## src/rtl/stepper_pkg.sv

```systemverilog
// rtl/stepper_pkg.sv - state encoding and velocity cap helper for step_ramp_gen
package stepper_pkg;

    typedef enum logic [2:0] {
        ST_IDLE   = 3'd0,
        ST_SETUP  = 3'd1,
        ST_ACCEL  = 3'd2,
        ST_CRUISE = 3'd3,
        ST_DECEL  = 3'd4
    } state_e;

    // Fastest velocity that still leaves a low gap as long as the high time
    function automatic longint unsigned vcap_calc(input int rate_w, input int step_high);
        return (64'd1 << rate_w) / longint'(2 * step_high);
    endfunction

endpackage

```

## src/rtl/step_pulse_stretch.sv

```systemverilog
// rtl/step_pulse_stretch.sv - stretches a one-clock step event into a STEP_HIGH-clock pulse
module step_pulse_stretch #(
    parameter int STEP_HIGH = 25
) (
    input  logic clk_i,
    input  logic reset_n_i,
    input  logic event_i,
    output logic step_o,
    output logic pulse_active_o
);

    localparam int CW = $clog2(STEP_HIGH + 1);

    logic [CW-1:0] cnt_q, cnt_d;
    logic          step_q, step_d;

    always_comb begin
        cnt_d = cnt_q;
        if (event_i) begin
            cnt_d = CW'(STEP_HIGH);
        end else if (cnt_q != '0) begin
            cnt_d = cnt_q - CW'(1);
        end
        step_d = (cnt_d != '0);
    end

    always_ff @(posedge clk_i or negedge reset_n_i) begin
        if (!reset_n_i) begin
            cnt_q  <= '0;
            step_q <= 1'b0;
        end else begin
            cnt_q  <= cnt_d;
            step_q <= step_d;
        end
    end

    assign step_o         = step_q;
    assign pulse_active_o = step_q;

endmodule

```

## src/rtl/step_ramp_gen.sv

```systemverilog
// rtl/step_ramp_gen.sv - trapezoidal-ramp step/direction generator
// Optional position counter: STEP_RAMP_POSITION_EN.
module step_ramp_gen
    import stepper_pkg::*;
#(
    parameter int WIDTH     = 32,
    parameter int RATE_W    = 24,
    parameter int ACC_DIV   = 25,
    parameter int STEP_HIGH = 25,
    parameter int DIR_SETUP = 50
) (
    input  logic              clk_i,
    input  logic              reset_n_i,
    input  logic              cmd_valid_i,
    output logic              cmd_ready_o,
    input  logic [WIDTH-1:0]  cmd_steps_i,
    input  logic [RATE_W-1:0] vmin_i,
    input  logic [RATE_W-1:0] vmax_i,
    input  logic [RATE_W-1:0] accel_i,
    input  logic              abort_i,
    output logic              step_o,
    output logic              dir_o,
    output logic              busy_o,
    output logic              done_o,
    output logic              aborted_o,
    output logic [WIDTH-1:0]  position_o
);

    localparam int SW = $clog2(DIR_SETUP + 1);
    localparam int DW = $clog2(ACC_DIV + 1);
    localparam logic [RATE_W-1:0] VCAP = RATE_W'(vcap_calc(RATE_W, STEP_HIGH));

    state_e            state_q, state_d;
    logic [WIDTH-1:0]  remaining_q, remaining_d, ramp_cnt_q, ramp_cnt_d;
    logic [RATE_W-1:0] v_q, v_d, acc_q, acc_d;
    logic [RATE_W-1:0] vmin_q, vmin_d, vmax_q, vmax_d, accel_q, accel_d;
    logic [SW-1:0]     setup_cnt_q, setup_cnt_d;
    logic [DW-1:0]     div_cnt_q, div_cnt_d;
    logic              dir_q, dir_d, done_q, done_d, aborted_q, aborted_d;
    logic              abort_flag_q, abort_flag_d;

    logic [RATE_W:0]   acc_sum, v_up;
    logic [RATE_W-1:0] v_up_sat, v_inc, v_dec, vmax_clamp, vmin_clamp;
    logic [WIDTH-1:0]  cmd_mag;
    logic              stepping, step_event, vel_tick, pulse_active;

    assign stepping   = (state_q == ST_ACCEL) || (state_q == ST_CRUISE) || (state_q == ST_DECEL);
    assign acc_sum    = {1'b0, acc_q} + {1'b0, v_q};
    assign step_event = stepping && acc_sum[RATE_W] && (remaining_q != '0);
    assign vel_tick   = stepping && (div_cnt_q == DW'(ACC_DIV - 1));
    assign v_up       = {1'b0, v_q} + {1'b0, accel_q};
    assign v_up_sat   = v_up[RATE_W] ? '1 : v_up[RATE_W-1:0];
    assign v_inc      = (v_up_sat > vmax_q) ? vmax_q : v_up_sat;
    assign v_dec      = ((v_q >= accel_q) && ((v_q - accel_q) > vmin_q)) ? (v_q - accel_q) : vmin_q;
    assign cmd_mag    = cmd_steps_i[WIDTH-1] ? (~cmd_steps_i + WIDTH'(1)) : cmd_steps_i;

    // A zero cruise speed would stall the ramp, so it is raised like vmin
    always_comb begin
        vmax_clamp = (vmax_i > VCAP) ? VCAP : vmax_i;
        if (vmax_clamp == '0) vmax_clamp = RATE_W'(1);
        vmin_clamp = (vmin_i > vmax_clamp) ? vmax_clamp : vmin_i;
        if (vmin_clamp == '0) vmin_clamp = RATE_W'(1);
    end

    always_comb begin
        state_d      = state_q;
        remaining_d  = remaining_q;
        ramp_cnt_d   = ramp_cnt_q;
        v_d          = v_q;
        acc_d        = acc_q;
        vmin_d       = vmin_q;
        vmax_d       = vmax_q;
        accel_d      = accel_q;
        setup_cnt_d  = setup_cnt_q;
        div_cnt_d    = div_cnt_q;
        dir_d        = dir_q;
        abort_flag_d = abort_flag_q;
        done_d       = 1'b0;
        aborted_d    = 1'b0;

        if (stepping) begin
            acc_d     = acc_sum[RATE_W-1:0];
            div_cnt_d = vel_tick ? '0 : div_cnt_q + DW'(1);
        end
        if (step_event) begin
            remaining_d = remaining_q - WIDTH'(1);
            if (state_q == ST_ACCEL) ramp_cnt_d = ramp_cnt_q + WIDTH'(1);
        end

        case (state_q)
            ST_IDLE: begin
                if (cmd_valid_i) begin
                    if (cmd_mag == '0) begin
                        done_d = 1'b1;
                    end else begin
                        state_d      = ST_SETUP;
                        remaining_d  = cmd_mag;
                        dir_d        = ~cmd_steps_i[WIDTH-1];
                        vmin_d       = vmin_clamp;
                        vmax_d       = vmax_clamp;
                        accel_d      = accel_i;
                        setup_cnt_d  = '0;
                        abort_flag_d = 1'b0;
                    end
                end
            end
            ST_SETUP: begin
                if (abort_i) begin
                    state_d   = ST_IDLE;
                    done_d    = 1'b1;
                    aborted_d = 1'b1;
                end else if (setup_cnt_q == SW'(DIR_SETUP - 1)) begin
                    state_d    = ST_ACCEL;
                    v_d        = vmin_q;
                    acc_d      = '0;
                    ramp_cnt_d = '0;
                    div_cnt_d  = '0;
                end else begin
                    setup_cnt_d = setup_cnt_q + SW'(1);
                end
            end
            ST_ACCEL, ST_CRUISE: begin
                if ((state_q == ST_ACCEL) && vel_tick) v_d = v_inc;
                // Keep only as many steps as the ramp down needs
                if (abort_i) begin
                    state_d      = ST_DECEL;
                    abort_flag_d = 1'b1;
                    if (remaining_d > ramp_cnt_d) remaining_d = ramp_cnt_d;
                end else if (remaining_q <= ramp_cnt_q) begin
                    state_d = ST_DECEL;
                end else if ((state_q == ST_ACCEL) && (v_q == vmax_q)) begin
                    state_d = ST_CRUISE;
                end
            end
            ST_DECEL: begin
                if (vel_tick) v_d = v_dec;
                if ((remaining_q == '0) && !pulse_active) begin
                    state_d   = ST_IDLE;
                    done_d    = 1'b1;
                    aborted_d = abort_flag_q;
                end
            end
            default: state_d = ST_IDLE;
        endcase
    end

    always_ff @(posedge clk_i or negedge reset_n_i) begin
        if (!reset_n_i) begin
            state_q      <= ST_IDLE;
            remaining_q  <= '0;
            ramp_cnt_q   <= '0;
            v_q          <= '0;
            acc_q        <= '0;
            vmin_q       <= '0;
            vmax_q       <= '0;
            accel_q      <= '0;
            setup_cnt_q  <= '0;
            div_cnt_q    <= '0;
            dir_q        <= 1'b0;
            abort_flag_q <= 1'b0;
            done_q       <= 1'b0;
            aborted_q    <= 1'b0;
        end else begin
            state_q      <= state_d;
            remaining_q  <= remaining_d;
            ramp_cnt_q   <= ramp_cnt_d;
            v_q          <= v_d;
            acc_q        <= acc_d;
            vmin_q       <= vmin_d;
            vmax_q       <= vmax_d;
            accel_q      <= accel_d;
            setup_cnt_q  <= setup_cnt_d;
            div_cnt_q    <= div_cnt_d;
            dir_q        <= dir_d;
            abort_flag_q <= abort_flag_d;
            done_q       <= done_d;
            aborted_q    <= aborted_d;
        end
    end

    step_pulse_stretch #(.STEP_HIGH(STEP_HIGH)) u_stretch (
        .clk_i          (clk_i),
        .reset_n_i      (reset_n_i),
        .event_i        (step_event),
        .step_o         (step_o),
        .pulse_active_o (pulse_active)
    );

`ifdef STEP_RAMP_POSITION_EN
    logic [WIDTH-1:0] position_q, position_d;

    always_comb begin
        position_d = position_q;
        if (step_event) position_d = dir_q ? position_q + WIDTH'(1) : position_q - WIDTH'(1);
    end

    always_ff @(posedge clk_i or negedge reset_n_i) begin
        if (!reset_n_i) position_q <= '0;
        else            position_q <= position_d;
    end

    assign position_o = position_q;
`else
    assign position_o = '0;
`endif

    assign cmd_ready_o = (state_q == ST_IDLE);
    assign busy_o      = (state_q != ST_IDLE);
    assign dir_o       = dir_q;
    assign done_o      = done_q;
    assign aborted_o   = aborted_q;

endmodule
```

## config.mk

```make
export PLATFORM = sky130hd
export DESIGN_NAME = step_ramp_gen
export DESIGN_NICKNAME = d
export VERILOG_FILES = /design/src/rtl/stepper_pkg.sv /design/src/rtl/step_pulse_stretch.sv /design/src/rtl/step_ramp_gen.sv
export SDC_FILE = /design/constraint.sdc
export NUM_CORES = 1
export LEC_CHECK = 0
export CAP_MARGIN = 0
export CORE_ASPECT_RATIO = 1.2
export CORE_MARGIN = 3
export CORE_UTILIZATION = 60
export CTS_CLUSTER_SIZE = 25
export DETAILED_ROUTE_END_ITERATION = 16
export HOLD_SLACK_MARGIN = 0.02
export PLACE_DENSITY = 0.84
export SYNTH_ARGS = -nofsm -noshare
export SYNTH_HDL_FRONTEND = slang
export SYNTH_HIERARCHICAL = 1
export SYNTH_SLANG_ARGS = --single-unit
```

## constraint.sdc

```tcl
create_clock -name clk_i -period 6.67 [get_ports clk_i]
set_input_delay 1.334 -clock clk_i [delete_from_list [all_inputs] [get_ports clk_i]]
set_output_delay 1.334 -clock clk_i [all_outputs]
set_load 0.03 [all_outputs]
```

### Yosys cells after proc, flatten, opt, wreduce, memory -nomap -nowiden

Cells that the tools add are included.

| word-level totals | value |
|---|---|
| input bits | 108 |
| output and inout port bits | 38 |
| register bits after elaboration | 208 |
| word-level logic and storage cells | 141 |

| operators by class | value |
|---|---|
| eq/ne operators | 18 |
| magnitude comparators | 7 |
| reductions and logical operators | 28 |
| $add $sub $neg | 9 |
| bitwise gates (word level) | 3 |
| mux-type cells | 60 |

Operators with widths:

| operator | count |
|---|---|
| $mux W24 | 15 |
| $mux W32 | 11 |
| $gt A24 B24 Y1 | 3 |
| $pmux W24 S3 | 1 |
| $add A32 B1 Y32 const B | 2 |
| $logic_not A32 Y1 | 2 |
| $pmux W32 S2 | 1 |
| $add A24 B24 Y25 | 2 |
| $logic_not A24 Y1 | 2 |
| $mux W5 | 7 |
| $gt A32 B32 Y1 | 1 |
| $le A32 B32 Y1 | 1 |
| $not A32 Y32 | 1 |
| $reduce_bool A32 Y1 | 1 |
| $sub A32 B1 Y32 const B | 1 |
| $eq A24 B24 Y1 | 1 |
| $ge A24 B24 Y1 | 1 |
| $gt A24 B19 Y1 const B | 1 |
| $mux W3 | 8 |
| $mux W6 | 4 |
| $sub A24 B24 Y24 | 1 |
| $ne A2 B2 Y1 const B | 8 |
| $reduce_and A5 Y1 | 3 |
| $pmux W3 S4 | 1 |
| other kinds (26) | 46 |

### Longest topological paths before layout

| logic depth | value |
|---|---|
| word-level depth | 10 |
| depth in mapped cells | 27 |
| gate-level depth less buffers | 24 |

### Cells and area by module

Netlist, hierarchy kept.

By module, submodules not included:

| module | sequential area each (um^2) | area each (um^2) | instances | cells each |
|---|---|---|---|---|
| step_ramp_gen | 5054.8 | 18612.9 | 1 | 2258 |
| step_pulse_stretch | 150.1 | 360.3 | 1 | 33 |

### Worst setup path after synthesis

No wires, ideal clock.

| path | value |
|---|---|
| path kind | flip-flop to flip-flop |
| start point | register v_q[1] |
| end point | register remaining_q[26] |
| required time | 6.544 ns |
| period minus slack after synthesis | 5.485 ns |
| data arrival time | 5.359 ns |
| stages on the path, launching flop included | 23 |
| setup time | 0.126 ns |
| path buffers | 2 |
| path slack | 1.185 ns |
| cell sequence | dfrtp_1 > inv_1 > fa_1 > nand2b_1 > a21o_1 > a31oi_1 > a311o_1 > o211ai_1 > and2_1 > clkbuf_1 > nor3_1 > nand3_1 > xnor2_1 > ha_1 > and4_1 > nand3_1 > a211oi_1 > o41ai_1 > o211ai_1 > o21ai_1 > clkbuf_1 > nor2_1 > a221o_1 |

| between the ends | value |
|---|---|
| word-level cells in the longest chain between the ends | 8 |
| elaborated cells between the ends (all ways) | 11 |
| those cells by class | 1 x add/sub; 1 x order compare; 7 x mux; 2 x reduce/logical |

RTL lines:

| element | RTL line | source |
|---|---|---|
| start, declared | step_ramp_gen.sv:35 | `logic [RATE_W-1:0] v_q, v_d, acc_q, acc_d;` |
| start signal, assigned | step_ramp_gen.sv:167 | `v_q <= v_d;` |
| $add A24 B24 Y25 * | step_ramp_gen.sv:48 | `assign acc_sum = {1'b0, acc_q} + {1'b0, v_q};` |
| $logic_and A1 B1 Y1 * (2 in a row) | step_ramp_gen.sv:49 | `assign step_event = stepping && acc_sum[RATE_W] && (remaining_q != '0);` |
| $mux W32 | step_ramp_gen.sv:85 | `if (step_event) begin` |
| $gt A32 B32 Y1 | step_ramp_gen.sv:128 | `if (remaining_d > ramp_cnt_d) remaining_d = ramp_cnt_d;` |
| $mux W32 | step_ramp_gen.sv:128 |  |
| $mux W32 | step_ramp_gen.sv:125 | `if (abort_i) begin` |
| $pmux W32 S2 * | step_ramp_gen.sv:90 | `case (state_q)` |
| named net remaining_d[26] | step_ramp_gen.sv:34 | `logic [WIDTH-1:0] remaining_q, remaining_d, ramp_cnt_q, ramp_cnt_d;` |
| end signal, assigned | step_ramp_gen.sv:165 | `remaining_q <= remaining_d;` |
| end, declared | step_ramp_gen.sv:34 |  |

The timed path passes the listed nets; every way through them passes the cells marked *.
A chain may end at the register's enable or synchronous reset.

### Final worst setup path

| path | value |
|---|---|
| start point | register v_q[1] |
| end point | register remaining_q[16] |

| between the ends | value |
|---|---|
| word-level cells in the longest chain between the ends | 8 |
| elaborated cells between the ends (all ways) | 11 |
| those cells by class | 1 x add/sub; 1 x order compare; 7 x mux; 2 x reduce/logical |

RTL lines:

| element | RTL line | source |
|---|---|---|
| $add A24 B24 Y25 * | step_ramp_gen.sv:48 |  |
| $logic_and A1 B1 Y1 * (2 in a row) | step_ramp_gen.sv:49 |  |
| named net step_event | step_ramp_gen.sv:45 | `logic stepping, step_event, vel_tick, pulse_active;` |
| $mux W32 | step_ramp_gen.sv:85 |  |
| $gt A32 B32 Y1 | step_ramp_gen.sv:128 |  |
| $mux W32 | step_ramp_gen.sv:128 |  |
| $mux W32 | step_ramp_gen.sv:125 |  |
| $pmux W32 S2 * | step_ramp_gen.sv:90 |  |
| named net remaining_d[16] | step_ramp_gen.sv:34 |  |

Marked as above.

==> Implementation_results.wiki <==
{| class="wikitable"
! Metric !! Value
|-
| Total overflow reported by the global router || 0
|-
| Max cap viols || 0
|-
| NumNets Final || 2704
|-
| Number of failing setup endpoints in the final timing report || 0
|-
| Cell leakage power || 9.487 nW
|-
| M3 GR Usage || 0.03782
|-
| Average wire per cell in the routed design || 20.70 um
|-
| Final Hold Vio Count || 0
|-
| Data arrival time of the worst path || 6570 ps
|-
| Main synth FF type || dfrtp_1
|-
| Clock buffers created by TritonCTS || 24
|-
| Placeable Area || 30830 um^2
|-
| # rows || 70
|-
| Fraction of registers with async set/reset || 1.000
|-
| Data required, critical path || 7080 ps
|-
| DR iter-0 viols || 1732
|-
| Starting Density || 0.6154
|-
| Synth Instances || 2291
|-
| Global router's overall resource usage || 0.3335
|-
| Post-synthesis register bit count || 208
|-
| List of cells traversed by the critical path || inv_1, fa_1, nand2b_1, a21o_1, a31oi_1, a311o_1, o211ai_1, and2_1, inv_2, nand2_1, or4_1, xnor2_1, ha_1, nor2b_1, o21ai_0, nand2b_1, a211oi_1, o211ai_1, o21ai_2, buf_4, nor2_1, a221o_1
|-
| Residual DRC count || 0
|-
| Count of buffers from port buffering || 113
|-
| First-pass GRT wire length || 92.26 mm
|-
| Busiest metal layer after global routing || met2
|-
| Crit. End Element || flop
|-
| Unrepaired setup endpoints after global routing || false
|-
| Leading post-synthesis cells by instance count || ha_1 (216), nor2_1 (216), nand2_1 (210)
|-
| Cell area power density || 371.5 nW/um^2
|-
| Antenna violations before repair || 0
|-
| Clock insertion delay at the later pin of the skew report || 560 ps
|-
| Number of standard cells in the layout, taps in and fillers out || 2790
|-
| Worst IR drop on VDD || 0.3079 mV
|-
| Clock-pin slew on the worst setup and hold paths || 70 ps
|-
| Outcome || finished, final reports clean
|-
| Floorplan die width || 168.3 um
|-
| Via Count || 17920
|-
| Final critical-path share of the clock period || 0.9232
|-
| Maximum frequency from static timing analysis || 162.4 MHz
|-
| Post-CTS Resized || 0
|-
| Synthesized area per cell || 8.282 um^2
|-
| Worst relative slew slack || 0.1965
|-
| Number of instances in the placed design || 2747
|-
| Share of layout cells above drive strength 1 || 0.06767
|-
| Number of stages on the worst hold path || 2
|-
| Slew at the pin closest to its max-slew limit || 1205 ps
|-
| Count of yosys warnings during synthesis || 6
|-
| Library cell with the largest summed area after synthesis || dfrtp_1
|-
| Crit-path max FO || 12
|-
| HP Class || reg2reg
|-
| Slowest stage cell, crit path || a211oi_1
|-
| Number of flops mapped to enable cells by yosys || 0
|-
| Vias in the first global route || 17700
|-
| Buffers inserted by post-CTS timing repair || 0
|-
| Minimum clock period after layout || 6158 ps
|-
| ANT nets after route || 0
|-
| Post-detailed-placement half-perimeter wirelength || 44.64 mm
|-
| Clock tree from TritonCTS || done
|-
| Total of hold buffers inserted after clock tree synthesis || 0
|-
| Count of final max-slew check failures || 0
|-
| 1st-pass router iterations || 8
|-
| Accumulated negative setup slack || 0 ps
|-
| Overall routed net length || 57.74 mm
|-
| Area overhead of the layout relative to synthesis || 12.12%
|-
| Die height || 200.8 um
|-
| Pin count of the biggest net entering global routing || 125
|-
| Buffer depth of the longest clock path || 3
|-
| Clock root buffer || clkbuf_16
|-
| CTS H-tree lvls || 1
|-
| Worst Skew || 38.69 ps
|-
| Cell depth of the worst flop-to-flop path || 22
|-
| Number of diodes added for antenna fixing || 0
|-
| Setup crit start kind || flop
|-
| Met2 Use GR || 0.5816
|-
| Routability congestion estimate from global placement || 1.002
|-
| Part of the Yosys area used for sequential elements || 0.2743
|-
| M1 GR Usage || 0.3989
|-
| Peak per-stage delay on the critical path || 580 ps
|-
| Via count normalized by instance count || 6.421
|-
| Cells taking the most area after synthesis || dfrtp_1 (27%), ha_1 (14%), xnor2_1 (6.0%)
|-
| Clock net sink count || 208
|-
| Number of placed I/O pins || 146
|-
| Post-Syn Area || 18970 um^2
|-
| Number of library cell types mapped by synthesis || 89
|-
| Proportion of netlist area held by the largest area contributor || 0.2743
|-
| Die area || 33800 um^2
|-
| Kind of critical path || reg2reg
|}
==> worst max-delay path: cells and delay by family, from the launching register on <==
family,cells,cell delay (ps)
buffers and inverters,3,510
DFF,1,490
adders and majority gates,2,750
xor gates and xnor gates,1,240
and+or+nand+nor,7,1360
AOI/OAI and AO/OA,9,2640
==> layer usage <==
layer  share of wire  vias to the layer above
met5               0                        -
met4           0.065                        0
met3           0.065                      234
met2            0.49                      787
met1            0.38                     8577
li1                -                     8317
==> stage by stage <==
step	total power, W	utilization	hold WS, ps	area [um^2]	setup WS (ps)
floorplan	0.005179	-	449.8	19100	1185
global placement	0.006245	0.6644	471.9	20480	702.3
detailed placement	0.006410	0.6644	489.3	20480	660.4
CTS	0.007819	0.6900	504.5	21270	614.0
global route	0.008471	0.6900	542.7	21270	89.31
finish	0.007903	0.6900	499.2	21270	512.3
==> final cells by class <==
| cell class | count | area [um^2] |
|---|---|---|
| clock inverters | 13 | 136.4 |
| multi-input cells | 1819 | 12620 |
| inverters | 164 | 615.6 |
| fillers | 2500 | 9557 |
| flip-flops and latches | 208 | 5205 |
| clock buffers | 30 | 654.4 |
| well taps | 396 | 495.5 |
| repair buffers | 160 | 1550 |
==> registers in the layout, indices dropped and copies added, names as in the netlist <==
register,cells
u_stretch/cnt_q,5
vmin_q,24
done_o,1
state_q,3
remaining_q,32
v_q,24
setup_cnt_q,6
abort_flag_q,1
accel_q,24
u_stretch/pulse_active_o,1
acc_q,24
ramp_cnt_q,32
aborted_o,1
div_cnt_q,5
vmax_q,24
dir_o,1
==> where the power goes <==
group | internal, W | total [W] | switching, W
logic | 0.00179 | 0.00440 | 0.00261
registers | 0.00166 | 0.00215 | 0.000486
clock network | 0.000778 | 0.00135 | 0.000575
==> placed cells by master (no fill, tap or decap), types with 8 or more instances in the layout <==
cell type	count
a21o_1	43
o21a_1	15
conb_1	37
clkdlybuf4s50_1	112
a211oi_1	24
or3_1	24
o31ai_1	19
nor2_1	215
ha_1	216
nand4_1	42
o221ai_1	12
o21bai_1	16
nor3_1	46
a311oi_1	10
xor2_1	51
nand2b_1	28
nor4_1	39
or2_2	9
clkbuf_16	25
or4_1	18
a31oi_1	16
o41ai_1	11
o211ai_1	13
and2_1	19
o22ai_1	19
nand2_2	11
mux2_2	27
inv_1	163
nand2_1	209
mux2i_1	12
nand3_1	47
a21oi_1	140
nor2b_1	25
dfrtp_1	208
and4_1	11
o221ai_2	8
a221oi_1	18
o21ai_0	109
buf_4	42
xnor2_1	130
==> final timing paths <==
path                       startpoint               to  slack [ps]
max                            v_q[1]  remaining_q[16]         510
min                        vmin_q[15]       vmin_q[15]         500
max reg2reg                    v_q[1]  remaining_q[16]         510
min reg2reg                vmin_q[15]       vmin_q[15]         500
max in group asynchronous   reset_n_i  remaining_q[12]        4670
min in group asynchronous   reset_n_i       accel_q[3]         800
==> cell families (layout without fill, tap and decap cells) <==
family | Yosys count | in the layout | synth area share
muxes | 45 | 45 | 0.02592
other | 2 | 37 | 0.0003958
DFF | 208 | 208 | 0.2743
xor gates and xnor gates | 181 | 181 | 0.08355
adders and majority gates | 219 | 219 | 0.1456
buffers and inverters | 299 | 367 | 0.07010
AOI/OAI and AO/OA | 553 | 553 | 0.1962
and+or+nand+nor | 784 | 784 | 0.2039
Note: power is estimated with default switching activity, not from simulation.
